[src/rtl/seg_skew_stage_if.sv]
// ---------------------------------------------------------------------------
// seg_skew_stage_if
//
// Purpose: bundles the control, data and status signals of seg_skew_stage.
// The clock and reset stay plain ports on the module.
//
// Signals (named from the point of view of the stage):
//   i_en        clock enable / stall; when low, all stage state holds
//   i_flush     synchronous pipeline clear
//   i_mode      0 = skew, 1 = deskew; only captured while the pipeline is empty
//   i_valid     i_data carries a word this cycle
//   i_data      packed word, segment k at bits [k*W +: W]
//   o_data      packed delayed segments
//   o_seg_valid bit k high when segment k of o_data is valid
//   o_mode      mode currently applied
//   o_busy      any stage holds a valid segment
//
// Modports:
//   master  the producer/consumer side that drives i_* and observes o_*
//   slave   the stage itself
// ---------------------------------------------------------------------------
interface seg_skew_stage_if #(
    parameter int P_SEG_WIDTH = 6,
    parameter int P_SEG_NUM   = 4
);
    logic                               i_en;
    logic                               i_flush;
    logic                               i_mode;
    logic                               i_valid;
    logic [P_SEG_NUM*P_SEG_WIDTH-1:0]   i_data;
    logic [P_SEG_NUM*P_SEG_WIDTH-1:0]   o_data;
    logic [P_SEG_NUM-1:0]               o_seg_valid;
    logic                               o_mode;
    logic                               o_busy;

    modport master (
        output i_en,
        output i_flush,
        output i_mode,
        output i_valid,
        output i_data,
        input  o_data,
        input  o_seg_valid,
        input  o_mode,
        input  o_busy
    );

    modport slave (
        input  i_en,
        input  i_flush,
        input  i_mode,
        input  i_valid,
        input  i_data,
        output o_data,
        output o_seg_valid,
        output o_mode,
        output o_busy
    );
endinterface

[src/rtl/seg_skew_stage.sv]
// ---------------------------------------------------------------------------
// seg_skew_stage
//
// Purpose: splits a packed word into P_SEG_NUM segments of P_SEG_WIDTH bits
// and delays each segment by a segment-dependent number of enabled cycles.
//   mode 0 (skew):   segment k latency = 1 + k*P_SKEW_STEP
//   mode 1 (deskew): segment k latency = 1 + (P_SEG_NUM-1-k)*P_SKEW_STEP
// A mode-0 instance feeding a mode-1 instance re-aligns every segment.
//
// Every segment owns a D-stage shift register (data + valid), with
// D = 1 + (P_SEG_NUM-1)*P_SKEW_STEP. The output for segment k is simply a
// tap on that register chosen by the applied mode, so outputs are purely
// registered.
//
// Ports:
//   i_clk    rising-edge clock
//   i_rst_n  synchronous active-low reset (clears data, valid bits and mode)
//   bus      seg_skew_stage_if.slave: i_en, i_flush, i_mode, i_valid, i_data
//            in; o_data, o_seg_valid, o_mode, o_busy out
//
// Edge priority: reset > flush > enable.
// ---------------------------------------------------------------------------
module seg_skew_stage #(
    parameter int P_SEG_WIDTH = 6,
    parameter int P_SEG_NUM   = 4,
    parameter int P_SKEW_STEP = 1
) (
    input  logic            i_clk,
    input  logic            i_rst_n,
    seg_skew_stage_if.slave bus
);
    localparam int W = P_SEG_WIDTH;
    localparam int N = P_SEG_NUM;
    localparam int D = 1 + (N - 1) * P_SKEW_STEP;

    logic           r_mode;
    logic           busy;
    logic [N-1:0]   seg_busy;

    // Mode register: a new mode is only taken while nothing is in flight, so
    // a word never changes its delay profile half-way through the pipeline.
    // The word accepted on the capture edge already travels under the new
    // mode because the taps follow r_mode from that edge on.
    always_ff @(posedge i_clk) begin
        if (!i_rst_n) begin
            r_mode <= 1'b0;
        end else if (bus.i_flush) begin
            r_mode <= r_mode;
        end else if (bus.i_en && !busy) begin
            r_mode <= bus.i_mode;
        end
    end

    for (genvar k = 0; k < N; k++) begin : g_seg
        // Stage indices (0-based) of the output tap in each mode.
        localparam int TAP_SKEW   = k * P_SKEW_STEP;
        localparam int TAP_DESKEW = (N - 1 - k) * P_SKEW_STEP;

        logic [W-1:0]   data_p [D];
        logic           vld_p  [D];
        logic           any_vld;

        always_ff @(posedge i_clk) begin
            if (!i_rst_n) begin
                for (int s = 0; s < D; s++) begin
                    data_p[s] <= '0;
                    vld_p[s]  <= 1'b0;
                end
            end else if (bus.i_flush) begin
                for (int s = 0; s < D; s++) begin
                    data_p[s] <= '0;
                    vld_p[s]  <= 1'b0;
                end
            end else if (bus.i_en) begin
                // stage 1: load this word's segment
                data_p[0] <= bus.i_data[k*W +: W];
                vld_p[0]  <= bus.i_valid;
                // stages 2..D: shift; data moves even when its valid is low
                for (int s = 1; s < D; s++) begin
                    data_p[s] <= data_p[s-1];
                    vld_p[s]  <= vld_p[s-1];
                end
            end
        end

        // Busy must see every stage, not just the tap: a segment keeps
        // occupying the chain until it falls off stage D.
        always_comb begin
            any_vld = 1'b0;
            for (int s = 0; s < D; s++) begin
                any_vld = any_vld | vld_p[s];
            end
        end

        assign seg_busy[k] = any_vld;

        assign bus.o_data[k*W +: W] = r_mode ? data_p[TAP_DESKEW] : data_p[TAP_SKEW];
        assign bus.o_seg_valid[k]   = r_mode ? vld_p[TAP_DESKEW]  : vld_p[TAP_SKEW];
    end

    assign busy       = |seg_busy;
    assign bus.o_busy = busy;
    assign bus.o_mode = r_mode;

endmodule

[src/flat_wrapper.sv]
// flat-port wrapper written by rule: the top's interface ports become plain ports
module seg_skew_stage_flat 
#(
    parameter int P_SEG_WIDTH = 6,
    parameter int P_SEG_NUM   = 4,
    parameter int P_SKEW_STEP = 1
)
  (i_clk, i_rst_n, bus_i_en, bus_i_flush, bus_i_mode, bus_i_valid, bus_i_data, bus_o_data, bus_o_seg_valid, bus_o_mode, bus_o_busy);
  seg_skew_stage_if #(.P_SEG_WIDTH(P_SEG_WIDTH), .P_SEG_NUM(P_SEG_NUM)) bus_i ();
  input  logic i_clk;
  input  logic i_rst_n;
  input wire logic [$bits(bus_i.i_en)-1:0] bus_i_en;
  input wire logic [$bits(bus_i.i_flush)-1:0] bus_i_flush;
  input wire logic [$bits(bus_i.i_mode)-1:0] bus_i_mode;
  input wire logic [$bits(bus_i.i_valid)-1:0] bus_i_valid;
  input wire logic [$bits(bus_i.i_data)-1:0] bus_i_data;
  output wire logic [$bits(bus_i.o_data)-1:0] bus_o_data;
  output wire logic [$bits(bus_i.o_seg_valid)-1:0] bus_o_seg_valid;
  output wire logic [$bits(bus_i.o_mode)-1:0] bus_o_mode;
  output wire logic [$bits(bus_i.o_busy)-1:0] bus_o_busy;
  assign bus_i.i_en = bus_i_en;
  assign bus_i.i_flush = bus_i_flush;
  assign bus_i.i_mode = bus_i_mode;
  assign bus_i.i_valid = bus_i_valid;
  assign bus_i.i_data = bus_i_data;
  assign bus_o_data = bus_i.o_data;
  assign bus_o_seg_valid = bus_i.o_seg_valid;
  assign bus_o_mode = bus_i.o_mode;
  assign bus_o_busy = bus_i.o_busy;
  seg_skew_stage #(.P_SEG_WIDTH(P_SEG_WIDTH), .P_SEG_NUM(P_SEG_NUM), .P_SKEW_STEP(P_SKEW_STEP)) u_core (.i_clk(i_clk), .i_rst_n(i_rst_n), .bus(bus_i));
endmodule
[config.mk]
export PLATFORM = sky130hd
export DESIGN_NAME = seg_skew_stage_flat
export DESIGN_NICKNAME = d
export VERILOG_FILES = /design/src/rtl/seg_skew_stage_if.sv /design/src/rtl/seg_skew_stage.sv /design/src/flat_wrapper.sv
export SDC_FILE = /design/constraint.sdc
export NUM_CORES = 1
export LEC_CHECK = 0
export ABC_AREA = 1
export ABC_CLOCK_PERIOD_IN_PS = 2300
export CORE_ASPECT_RATIO = 1.1
export CORE_UTILIZATION = 55
export CTS_BUF_LIST = sky130_fd_sc_hd__clkbuf_4
export DETAILED_ROUTE_END_ITERATION = 8
export HOLD_SLACK_MARGIN = 0.02
export PLACE_DENSITY_LB_ADDON = 0.2
export SLEW_MARGIN = 15
export SYNTH_ARGS = -nofsm -noshare
export SYNTH_HDL_FRONTEND = slang
export SYNTH_SLANG_ARGS = --single-unit
[constraint.sdc]
create_clock -name i_clk -period 2.3 [get_ports i_clk]
set_input_delay 0.23 -clock i_clk [delete_from_list [all_inputs] [get_ports i_clk]]
set_output_delay 0.23 -clock i_clk [all_outputs]
set_load 0.02 [all_outputs]
==> results.yml, run 1 <==
setup_path:
  worstSetupEndpointType: "output pin"
  cp_max_fo: 29
  reg2reg_depth: 5
  worstPathArrival_ns: 1.91
  crit_type: "flop to output pin"
  cp.required_ns: 2.07
  start_kind: "flop"
sta:
  slew_viol_final: 0
  fin_crit_ns: 2.14
  slew_headroom_pct: 70.2
  worstMarginPinSlew_ns: 0.446
  setup_viol: 0
  min_period_over_period_pct: 93.2
  rsz0062_at_grt: "yes"
  skew_ns: 0.00735
  fmaxAchievable_mhz: 467
  hold_viol_final: 0
min_path:
  holdCritPathClass: "input port to flop"
  hold-path-cell-count: 3
layout:
  final_common_cell: "nand2_1"
  fillerInstances: 522
  diodes: 0
  final_cells: 546
  fin_area_um2: 4560
  nets: 489
  mostFrequentLayoutCells: "81 x nand2_1, 68 x nor2_1, 66 x inv_1"
  synthToLayoutAreaGrowth_pct: 21.6
  drive_above_1_share_pct: 6.47
pwr:
  p_per_area_nw_per_um2: 646
  peakVddDrop_uv: 410
  power_leakage_nw: 1.86
clock_tree:
  cts_tree: "yes"
  cts_max_path_buffers: 2
  post_cts_buffers: 0
  post_cts_resize_count: 0
  h-tree-depth: 3
  hold_buffers: 0
  cts_made_buffers: 9
  cts_sinks: 89
  cts-root-buf: "clkbuf_4"
  path_clk_slew_ns: 0.13
  clk-insertion-delay-late_ns: 0.43
flow_run:
  maxCapViolations: 0
route:
  top_layer_used: "met4"
  drt_first_pass_iters: 4
  drc_errors: 0
  drt-vias-per-instance: 5.02
  wl_per_cell_um: 13.2
  ant_nets: 0
  dr.first_iter.drc_count: 177
  drt-total-wl_mm: 7.19
  wl_met1_mm: 3.15
  vias: 2739
  dr_wl_met2_mm: 3.52
  wl_met3_um: 418
floorplan:
  io_pins: 60
  die-width_um: 80.7
  rows: 31
  start_util_pct: 56.9
  coreArea_um2: 6590
  dieArea_um2: 7150
  die_y_um: 88.6
place:
  placed_area_um2: 4430
  port_buffers: 59
  place.gp.congestion: 0.784
  dp_cells: 530
  place_hpwl_mm: 4.46
global_routing:
  grt_pass1_wl_mm: 11.4
  grt_start_max_net_pins: 30
  grt_pass1_vias: 2507
  antenna_found_initial: 0
  overflow: 0
  grtUsageTotal_pct: 21.9
synthesis:
  ys_ff_latch: 89
  synth_cell_types: 16
  synth.cell_area_um2: 3750
  synthTopCellsByArea: "edfxtp_1 50%, dfxtp_1 14%, nand2_1 8.1%, nor2_1 6.8%, inv_1 6.7%"
  synth_fp_nets: 429
  ys_seq_area_share_pct: 64.4
  netlist.top_cell.by_area: "edfxtp_1"
  synth.avg_cell_area_um2: 9.39
  synthCells: 399
  synth_top_area_share_pct: 50.5
  yosysWarnings: 0
outcome:
  status: "finished clean"
==> path summary, 6_finish.rpt <==
path | start | end | slack [ns]
worst max-delay path | u_core.bus.o_mode | bus_o_seg_valid[2] | 0.16
worst min register to register | u_core.g_seg[2].data_p[2][4] | u_core.g_seg[2].data_p[2][4] | 0.49
worst min-delay path | bus_i_data[21] | u_core.g_seg[3].data_p[0][3] | 0.43
worst max register to register | u_core.g_seg[2].vld_p[1] | u_core.bus.o_mode | 1.28
==> metrics by stage <==
step | hold slack, ns | TNS (ns) | util (%) | worst slack, ns | power [mW]
after floorplan | 0.365 | 0 | - | 0.207 | 1.99
after global placement | 0.471 | 0 | 67.1 | 0.495 | 2.14
after detailed placement | 0.477 | 0 | 67.1 | 0.480 | 2.15
after CTS | 0.404 | 0 | 69.1 | 0.0516 | 2.96
after global routing | 0.400 | -0.0116 | 69.1 | -0.0116 | 3.06
final | 0.425 | 0 | 69.1 | 0.157 | 2.95
==> logic make-up after synthesis <==
family,count (synthesis),synth area share [%]
and+or+nand+nor,179,19.5
DFF,89,64.4
AOI/OAI and AO/OA,41,5.47
buffers and inverters,90,10.7
==> state kept, by name (all words and copies together) (netlist names) <==
register,cells
u_core.g_seg.data_p,84
u_core.g_seg.vld_p,4
u_core.bus.o_mode,1
==> power breakdown <==
group | internal, mW | total, mW | switching, mW
logic | 0.137 | 0.318 | 0.181
registers | 1.77 | 1.79 | 0.0225
clock network | 0.345 | 0.835 | 0.490
==> cell type report <==
class | count | area (um^2) | area share, %
repair buffers | 70 | 714 | 15.7
inverters | 69 | 259 | 5.68
multi-input cells | 220 | 941 | 20.6
well taps | 82 | 103 | 2.25
clock inverters | 5 | 46.3 | 1.02
clock buffers | 11 | 82.6 | 1.81
flip-flops and latches | 89 | 2410 | 52.9
==> worst max-delay path: stages (launching register included) <==
cell	delay (ns)
dfxtp_1	0.35
buf_6	0.18
o21ai_0	0.29
clkdlybuf4s50_1	0.66
==> per-layer routing <==
metal	vias up	track usage, %
met5	-	0
met4	0	9.25
met3	9	5.05
met2	82	36.7
met1	1277	27.3
li1	1371	-
==> cell usage after synthesis (all sizes together) <==
cell,count
a21oi,25
nand2,82
nand3,28
nor2,69
inv,69
buf,17
o21ai,16
edfxtp,63
clkbuf,4
dfxtp,26
Power figures use the tool's default switching activity.
==> inputs of run 2 (changes only) <==
- CORE_UTILIZATION: 55 -> 65
- DONT_BUFFER_PORTS: unset -> 1
==> run 2 against run 1 <==
Worst hold slack worse by 0.38 ns; register-to-register slack worse by 0.64 ns; worst setup slack better by 0.28 ns; sequential share of layout area up 3.5 points; largest cell class unchanged; largest power group unchanged; highest routed layer unchanged.
==> results.yml, run 2 (synthesized netlist as in run 1, its figures left out) <==
layout:
  postLayoutCoreUtil_pct: 78.2
  nets: 467
  diodes: 0
  drive_above_1_share_pct: 9.28
  synthToLayoutAreaGrowth_pct: 14.0
  regMostFlops: "u_core.g_seg.data_p"
  largest_reg_flops: 84
  final_common_cell: "nand2_1"
  mostFrequentLayoutCells: "81 x nand2_1, 68 x nor2_1, 67 x inv_1"
  fin_area_um2: 4270
setup_path:
  crit_slowest_cell: "dlygate4sd3_1"
  cp.required_ns: 2.66
  crit_top_cell: "dlygate4sd3_1"
  crit_type: "input port to flop"
  worstSetupEndpointType: "flop"
  critPathMaxStageDelay_ns: 1.19
  worstPathArrival_ns: 2.22
  cp_top_family: "buffers and inverters"
  start_kind: "input port"
  regToRegSetupSlack_ns: 0.64
  crit_buf_inv: 2
  crit_chain: "dlygate4sd3_1, nand2_1, nor2_1, dlygate4sd3_1"
  cp_max_fo: 26
global_routing:
  antenna_found_initial: 0
  grt_start_max_net_pins: 35
  grt_pass1_wl_mm: 11.0
  grt_pass1_vias: 2428
  grtUsageTotal_pct: 24.8
  overflow: 0
pwr:
  p_seq_share_pct: 62.2
  peakVddDrop_uv: 449
  p_per_area_nw_per_um2: 675
  power_leakage_nw: 1.80
  pwr-share-clk_pct: 28.8
  p_int_mw: 2.21
  swShare_pct: 23.5
  pwr-share-comb_pct: 9.1
  total_power_mw: 2.88
  p_sw_uw: 678
floorplan:
  die-width_um: 74.4
  coreArea_um2: 5470
  io_pins: 60
  rows: 28
  die_y_um: 81.7
  dieArea_um2: 6080
  start_util_pct: 68.6
sta:
  slew_headroom_pct: 33.8
  fmaxAchievable_mhz: 536
  hold_viol_final: 0
  min_period_over_period_pct: 81.1
  worstMarginPinSlew_ns: 0.990
  fin_crit_ns: 1.87
  fin_tns_setup_ns: 0
  setup_viol: 0
  skew_ns: 0.0127
  slew_viol_final: 0
  rsz0062_at_grt: "no"
place:
  placed_area_um2: 3880
  place.gp.congestion: 0.740
  port_buffers: 0
  place_hpwl_mm: 3.90
route:
  dr_wl_met2_mm: 3.56
  drt-vias-per-instance: 5.06
  ant_nets: 0
  drt-total-wl_mm: 6.98
  dr.first_iter.drc_count: 240
  wl_met3_um: 372
  vias: 2616
  top_layer_used: "met4"
  wl_met1_mm: 2.93
  wl_per_cell_um: 13.5
  drc_errors: 0
  drt_first_pass_iters: 5
clock_tree:
  cts-root-buf: "clkbuf_4"
  h-tree-depth: 3
  cts_sinks: 89
  cts_max_path_buffers: 2
  path_clk_slew_ns: 0.12
  clk-insertion-delay-late_ns: 0.42
  cts_made_buffers: 9
  cts_tree: "yes"
flow_run:
  maxCapViolations: 0
min_path:
  holdCritPathClass: "input port to flop"
outcome:
  status: "finished clean"
## run 2: cell types whose count changed in the layout (fill, tap and decap cells not counted), sizes merged
cell / delta
dlygate4sd3: +26
buf: +11
clkdlybuf4s50: -59
## run 2: path summary, 6_finish.rpt
| check | from | end | cells after the start |
|---|---|---|---|
| setup / recovery | i_rst_n | u_core.bus.o_mode | 4 |
| hold / removal | bus_i_data[11] | u_core.g_seg[1].data_p[0][5] | 2 |
| setup reg to reg | u_core.g_seg[2].vld_p[1] | u_core.bus.o_mode | 6 |
| hold reg to reg | u_core.g_seg[1].data_p[2][2] | u_core.g_seg[1].data_p[2][2] | 2 |
## run 2: per-layer routing
layer / GRT usage [%] / vias up
met2: 41.7 / 82
li1: - / 1326
met5: 0 / -
met3: 4.66 / 15
met1: 30.5 / 1193
met4: 12.8 / 0
## run 2: power groups by stage
stage | Combinational (mW) | Sequential [mW] | Clock, mW
detailed placement | 0.219 | 1.83 | 0
finish | 0.262 | 1.79 | 0.830
global route | 0.286 | 1.80 | 0.915
global placement | 0.215 | 1.83 | 0
CTS | 0.260 | 1.79 | 0.843
floorplan | 0.167 | 1.83 | 0
## run 2: layout make-up
cell class,count,area [um^2]
Sequential cell,89,2410
Fill cell,375,1190
Multi-Input combinational cell,220,941
Timing Repair Buffer,48,438
Inverter,69,259
Tap cell,75,93.8
Clock buffer,11,82.6
Clock inverter,5,47.5
## run 2: metrics by stage
stage	std cells	hold WS [ns]	setup WS, ns
detailed placement	475	0.364	0.723
global route	517	0.0319	0.307
floorplan	399	0.365	0.207
global placement	475	0.361	0.758
CTS	516	0.0265	0.397
finish	517	0.0424	0.434
## run 2: timing repair
action                    in CTS  in global routing
hold buffers                  25                  1
hold endpoints to repair      49                  1
gates resized for setup        0                  0
setup buffers                  0                  0
